--- config.mk ---
export PLATFORM = sky130hd
export DESIGN_NAME = ue1w_core
export DESIGN_NICKNAME = d
export VERILOG_FILES = /design/src/rtl/ue1w_pkg.sv /design/src/rtl/ue1w_alu.sv /design/src/rtl/ue1w_core.sv
export SDC_FILE = /design/constraint.sdc
export NUM_CORES = 1
export LEC_CHECK = 0
export BUFFER_PORTS_ARGS = -buffer_cell sky130_fd_sc_hd__buf_2
export CAP_MARGIN = 20
export CORE_MARGIN = 3
export CORE_UTILIZATION = 56
export CTS_CLUSTER_DIAMETER = 40
export CTS_CLUSTER_SIZE = 12
export DETAILED_ROUTE_END_ITERATION = 8
export GPL_ROUTABILITY_DRIVEN = 1
export PLACE_DENSITY = 0.85
export SETUP_SLACK_MARGIN = 0.2
export SLEW_MARGIN = 5
export SYNTH_ARGS = -nofsm -noshare
export SYNTH_HDL_FRONTEND = slang
export SYNTH_SLANG_ARGS = --single-unit
--- constraint.sdc ---
create_clock -name clk -period 3.6 [get_ports clk]
set_clock_uncertainty 0.1 [all_clocks]
set_input_delay 0 -clock clk [delete_from_list [all_inputs] [get_ports clk]]
set_output_delay 0 -clock clk [all_outputs]
set_load 0.1 [all_outputs]
--- src/rtl/ue1w_pkg.sv ---
// Shared opcode definitions for the ue1w result-register control unit.
package ue1w_pkg;

  localparam logic [3:0] OP_NOPO = 4'h0;
  localparam logic [3:0] OP_LD   = 4'h1;
  localparam logic [3:0] OP_ADD  = 4'h2;
  localparam logic [3:0] OP_SUB  = 4'h3;
  localparam logic [3:0] OP_ONE  = 4'h4;
  localparam logic [3:0] OP_NAND = 4'h5;
  localparam logic [3:0] OP_OR   = 4'h6;
  localparam logic [3:0] OP_XOR  = 4'h7;
  localparam logic [3:0] OP_STO  = 4'h8;
  localparam logic [3:0] OP_STOC = 4'h9;
  localparam logic [3:0] OP_IEN  = 4'hA;
  localparam logic [3:0] OP_OEN  = 4'hB;
  localparam logic [3:0] OP_IOC  = 4'hC;
  localparam logic [3:0] OP_RTN  = 4'hD;
  localparam logic [3:0] OP_SKZ  = 4'hE;
  localparam logic [3:0] OP_NOPF = 4'hF;

endpackage

--- src/rtl/ue1w_alu.sv ---
// Combinational datapath for ue1w: next RR / carry and their write enables.
// With UE1W_SHIFT_EN defined, opcode 0 rotates {car,RR} left by one.
module ue1w_alu
  import ue1w_pkg::*;
#(
  parameter int WIDTH = 8
) (
  input  logic [3:0]       op,
  input  logic [WIDTH-1:0] rr,
  input  logic [WIDTH-1:0] d,
  input  logic             car,
  output logic [WIDTH-1:0] rr_next,
  output logic             car_next,
  output logic             rr_we,
  output logic             car_we
);

  logic [WIDTH:0] sum;

  always_comb begin
    rr_next  = rr;
    car_next = car;
    rr_we    = 1'b0;
    car_we   = 1'b0;
    sum      = '0;
    case (op)
`ifdef UE1W_SHIFT_EN
      OP_NOPO: begin
        sum      = {rr, car};
        rr_next  = sum[WIDTH-1:0];
        car_next = sum[WIDTH];
        rr_we    = 1'b1;
        car_we   = 1'b1;
      end
`endif
      OP_LD: begin
        rr_next = d;
        rr_we   = 1'b1;
      end
      OP_ADD, OP_SUB: begin
        // SUB adds the one's complement so car=1 reads as "no borrow"
        sum      = {1'b0, rr} + {1'b0, (op == OP_SUB) ? ~d : d} + {{WIDTH{1'b0}}, car};
        rr_next  = sum[WIDTH-1:0];
        car_next = sum[WIDTH];
        rr_we    = 1'b1;
        car_we   = 1'b1;
      end
      OP_ONE: begin
        rr_next  = {{(WIDTH-1){1'b0}}, 1'b1};
        car_next = 1'b0;
        rr_we    = 1'b1;
        car_we   = 1'b1;
      end
      OP_NAND: begin
        rr_next = ~(rr & d);
        rr_we   = 1'b1;
      end
      OP_OR: begin
        rr_next = rr | d;
        rr_we   = 1'b1;
      end
      OP_XOR: begin
        rr_next = rr ^ d;
        rr_we   = 1'b1;
      end
      default: ;
    endcase
  end

endmodule

--- src/rtl/ue1w_core.sv ---
// ue1w control unit: registers, enables, skip-pending and one-cycle strobes.
// Optional UE1W_SHIFT_EN turns opcode 0 into a rotate-through-carry.
module ue1w_core
  import ue1w_pkg::*;
#(
  parameter int WIDTH = 8
) (
  input  logic             clk,
  input  logic             rst,
  input  logic             instr_valid,
  input  logic [3:0]       instr,
  input  logic [WIDTH-1:0] data_in,
  output logic [WIDTH-1:0] data_out,
  output logic [WIDTH-1:0] rr,
  output logic             car,
  output logic             ien,
  output logic             oen,
  output logic             write,
  output logic             ioc,
  output logic             rtn,
  output logic             nopo,
  output logic             nopf,
  output logic             skip
);

  logic [WIDTH-1:0] d;
  logic [WIDTH-1:0] rr_next;
  logic             car_next;
  logic             rr_we;
  logic             car_we;

  assign d = ien ? data_in : '0;

  ue1w_alu #(.WIDTH(WIDTH)) u_alu (
    .op      (instr),
    .rr      (rr),
    .d       (d),
    .car     (car),
    .rr_next (rr_next),
    .car_next(car_next),
    .rr_we   (rr_we),
    .car_we  (car_we)
  );

  // A pending skip swallows exactly the next accepted instruction; stalls keep it pending.
  always_ff @(posedge clk) begin
    if (rst) begin
      rr       <= '0;
      car      <= 1'b0;
      ien      <= 1'b0;
      oen      <= 1'b0;
      data_out <= '0;
      skip     <= 1'b0;
      write    <= 1'b0;
      ioc      <= 1'b0;
      rtn      <= 1'b0;
      nopo     <= 1'b0;
      nopf     <= 1'b0;
    end else begin
      write <= 1'b0;
      ioc   <= 1'b0;
      rtn   <= 1'b0;
      nopo  <= 1'b0;
      nopf  <= 1'b0;
      if (instr_valid) begin
        if (skip) begin
          skip <= 1'b0;
        end else begin
          if (rr_we)  rr  <= rr_next;
          if (car_we) car <= car_next;
          case (instr)
            OP_NOPO: nopo <= 1'b1;
            OP_STO: if (oen) begin
              data_out <= rr;
              write    <= 1'b1;
            end
            OP_STOC: if (oen) begin
              data_out <= ~rr;
              write    <= 1'b1;
            end
            OP_IEN:  ien  <= data_in[0];
            OP_OEN:  oen  <= data_in[0];
            OP_IOC:  ioc  <= 1'b1;
            OP_RTN: begin
              rtn  <= 1'b1;
              skip <= 1'b1;
            end
            OP_SKZ:  skip <= (rr == '0);
            OP_NOPF: nopf <= 1'b1;
            default: ;
          endcase
        end
      end
    end
  end

endmodule

==> impl_metrics.py <==
metrics = {
    "run_status": {
        "status": "finished clean",
    },
    "clocking": {
        "clkLatencyLatePin_ps": 280,
        "root_buffer": "clkbuf_8",
        "cts.sinks": 25,
        "htree_levels": 1,
        "cts-resized-gates": 0,
        "numCtsBuffers": 3,
        "cts.clk_slew.worst_paths_ps": 100,
        "cts_buffer_depth": 2,
        "tritoncts": "yes",
    },
    "route": {
        "drtPass1Iterations": 4,
        "vias": 2025,
        "wirelength_mm": 5.56,
        "ant_nets": 0,
        "drtIter0Drc": 114,
        "routedWlPerCell_um": 16.3,
        "vias_per_cell": 5.94,
        "post-route-drc-count": 0,
    },
    "global_route": {
        "first_global_vias": 1847,
        "overflow": 0,
        "antenna_found_initial": 0,
        "grt_max_degree": 25,
        "track_usage_pct": 25.1,
        "grt_first_pass_wirelength_mm": 8.90,
    },
    "floorplan": {
        "dieArea_mm2": 0.00464,
        "pin_count": 40,
        "die_w_um": 68.1,
        "core_area_mm2": 0.00352,
        "start_util_pct": 61.3,
        "std_cell_rows": 21,
        "die-height_um": 68.1,
    },
    "sta": {
        "finalSetupViolCount": 0,
        "finalSetupTns_ps": 0,
        "max-slew-margin-rel_pct": 61.1,
        "fin_crit_sh_pct": 75.4,
        "hold_violations": 0,
        "period_minus_slack_ps": 2710,
        "worst_pin_slew_ps": 583,
        "fmax_mhz": 369,
        "holdWs_ps": 40.6,
        "rsz0062_at_grt": "no",
        "finalMaxSlewViolations": 0,
    },
    "synthesis": {
        "synth_area_mm2": 0.00216,
        "netlist_instances": 260,
        "yosysSeqAreaShare_pct": 23.2,
        "synthFlopType": "dfxtp_1",
        "syn_avg_cell_area_um2": 8.31,
        "synth.net_count": 300,
        "synth_cell_type_count": 56,
        "async_flop_share_pct": 0,
        "synth-seq-cells": 25,
        "yosysWarnings": 0,
        "synth_edf_count": 0,
    },
    "power": {
        "total_power_mw": 0.659,
        "power_density_mw_per_mm2": 274,
        "swShare_pct": 36.6,
        "leakagePower_nw": 1.09,
        "seq_power_share_pct": 44.9,
        "p_int_mw": 0.418,
        "peakVddDrop_mv": 0.261,
        "clkPwrFrac_pct": 27.1,
        "combPwrFrac_pct": 28.0,
        "switching_power_mw": 0.241,
    },
    "final_layout": {
        "area_growth_pct": 11.3,
        "drive_gt1_share_pct": 18.0,
        "final_cells": 341,
        "final_cell_mix": "buf_2 (39), inv_1 (26), dfxtp_1 (25)",
        "fin_util_pct": 68.3,
        "final_common_cell": "buf_2",
        "nets": 336,
        "n_antenna_cell": 0,
        "fillCellCount": 309,
    },
    "placement": {
        "io_buffers": 39,
        "hpwl_mm": 4.14,
        "dp.cells": 335,
        "place.gp.congestion": 0.929,
    },
    "setup_path": {
        "required_ps": 3680,
        "endpoint_kind": "flop",
        "worst-setup-path-type": "input port to flop",
        "critPathMaxStageDelay_ps": 430,
        "r2r_setup_slack_ps": 1000,
        "crit_chain": "buf_2 > nand2_4 > nor3_4 > xnor2_1 > fa_1 > fa_1 > nor2b_1 > o31a_1 > mux2i_1 > o221ai_1 > o2111a_1",
        "worst-path-max-fanout": 24,
        "cp_slowest_cell": "fa_1",
        "path_common_cell": "fa_1",
        "arrival_ps": 2800,
        "worstSetupStartpointType": "input port",
    },
    "min_path": {
        "hold_class": "input port to flop",
    },
    "job": {
        "drv_cap": 0,
    },
}
==> what timing repair did <==
action                                 in CTS  in global routing
hold buffers                                2                  0
endpoints found under the hold margin       3                  0
setup buffers                               0                  0
==> worst max-delay path: cells and delay by family <==
family,cells,cell delay (ps)
buffers and inverters,1,350
AND/OR/NAND/NOR,3,700
multiplexers,1,210
adder cells (fa/ha/maj),2,860
AO/OA/AOI/OAI,3,500
XOR/XNOR,1,170
==> synth_stat cells, types with 2 or more instances <==
cell	count	area share, %
nor4_1	2	0.58
nand2b_1	11	3.2
o31a_1	2	0.81
o41ai_1	2	0.81
and3_1	2	0.58
inv_1	26	4.5
o21a_1	2	0.70
nand2_1	17	3.0
buf_6	5	2.6
o21ai_0	13	3.0
nor2b_1	3	0.87
o22ai_1	2	0.58
a21oi_1	10	2.3
a211oi_1	16	5.6
ha_1	23	13
mux2i_1	6	2.8
xnor2_1	16	6.5
nor4b_1	2	0.81
buf_4	2	0.70
nor3_1	6	1.4
o221ai_1	3	1.2
a211o_1	2	0.81
dfxtp_1	25	23
fa_1	2	1.9
clkbuf_1	3	0.52
nor2_1	23	4.0
a32oi_1	4	1.6
buf_2	2	0.46
==> cell type report <==
type | instances | area [um^2] | share of cell area, %
multi-input combinational | 197 | 1470 | 61.1
sequential | 25 | 500 | 20.8
timing repair buffer | 43 | 230 | 9.58
inverter | 26 | 97.6 | 4.06
tap | 46 | 57.6 | 2.39
clock buffer | 3 | 41.3 | 1.72
clock inverter | 1 | 7.51 | 0.312
==> per-layer routing <==
layer  vias up  wire (um)  global-route usage, %  part of all wire (%)
li1        993          -                      -                     -
met1       933       2640                   34.1                    47
met2        92       2460                   40.4                    44
met3         7        408                   5.25                   7.3
met4         0         46                   5.96                  0.83
met5         -          0                      0                     0
==> cell families after synthesis <==
kind of cell,count (synthesis),synth area share [%]
and+or+nand+nor,79,19.7
buffers and inverters,38,8.81
muxes,6,2.78
AOI/OAI and AO/OA,70,23.5
xor gates and xnor gates,17,6.89
adders and majority gates,25,15.2
DFF,25,23.2
==> through the flow <==
step / instance area (um^2) / worst slack [ps]
after floorplan: 2160 / 308
after global placement: 2330 / 758
after detailed placement: 2330 / 685
after CTS: 2400 / 923
after global routing: 2400 / 691
final: 2400 / 887
==> registers in the layout, indices dropped and copies added, names as in the netlist <==
signal	flops
data_out	8
rr	8
car	1
ien	1
ioc	1
nopf	1
nopo	1
oen	1
rtn	1
skip	1
write	1
==> power by group through the flow <==
stage          registers, mW  logic [mW]  clock network (mW)
6_report               0.296       0.184               0.179
3_5_place_dp           0.302       0.179                   0
3_3_place_gp           0.302       0.178                   0
4_1_cts                0.296       0.182               0.184
5_1_grt                0.297       0.199               0.190
2_1_floorplan          0.344      0.0996                   0
==> final timing paths <==
kind	startpoint	to	cells past startpoint
worst min register to register	data_out[6]	data_out[6]	2
worst max-delay path	instr[0]	rr[6]	11
worst min-delay path	rst	oen	2
worst max register to register	ien	rr[6]	10
Power figures use the tool's default switching activity.
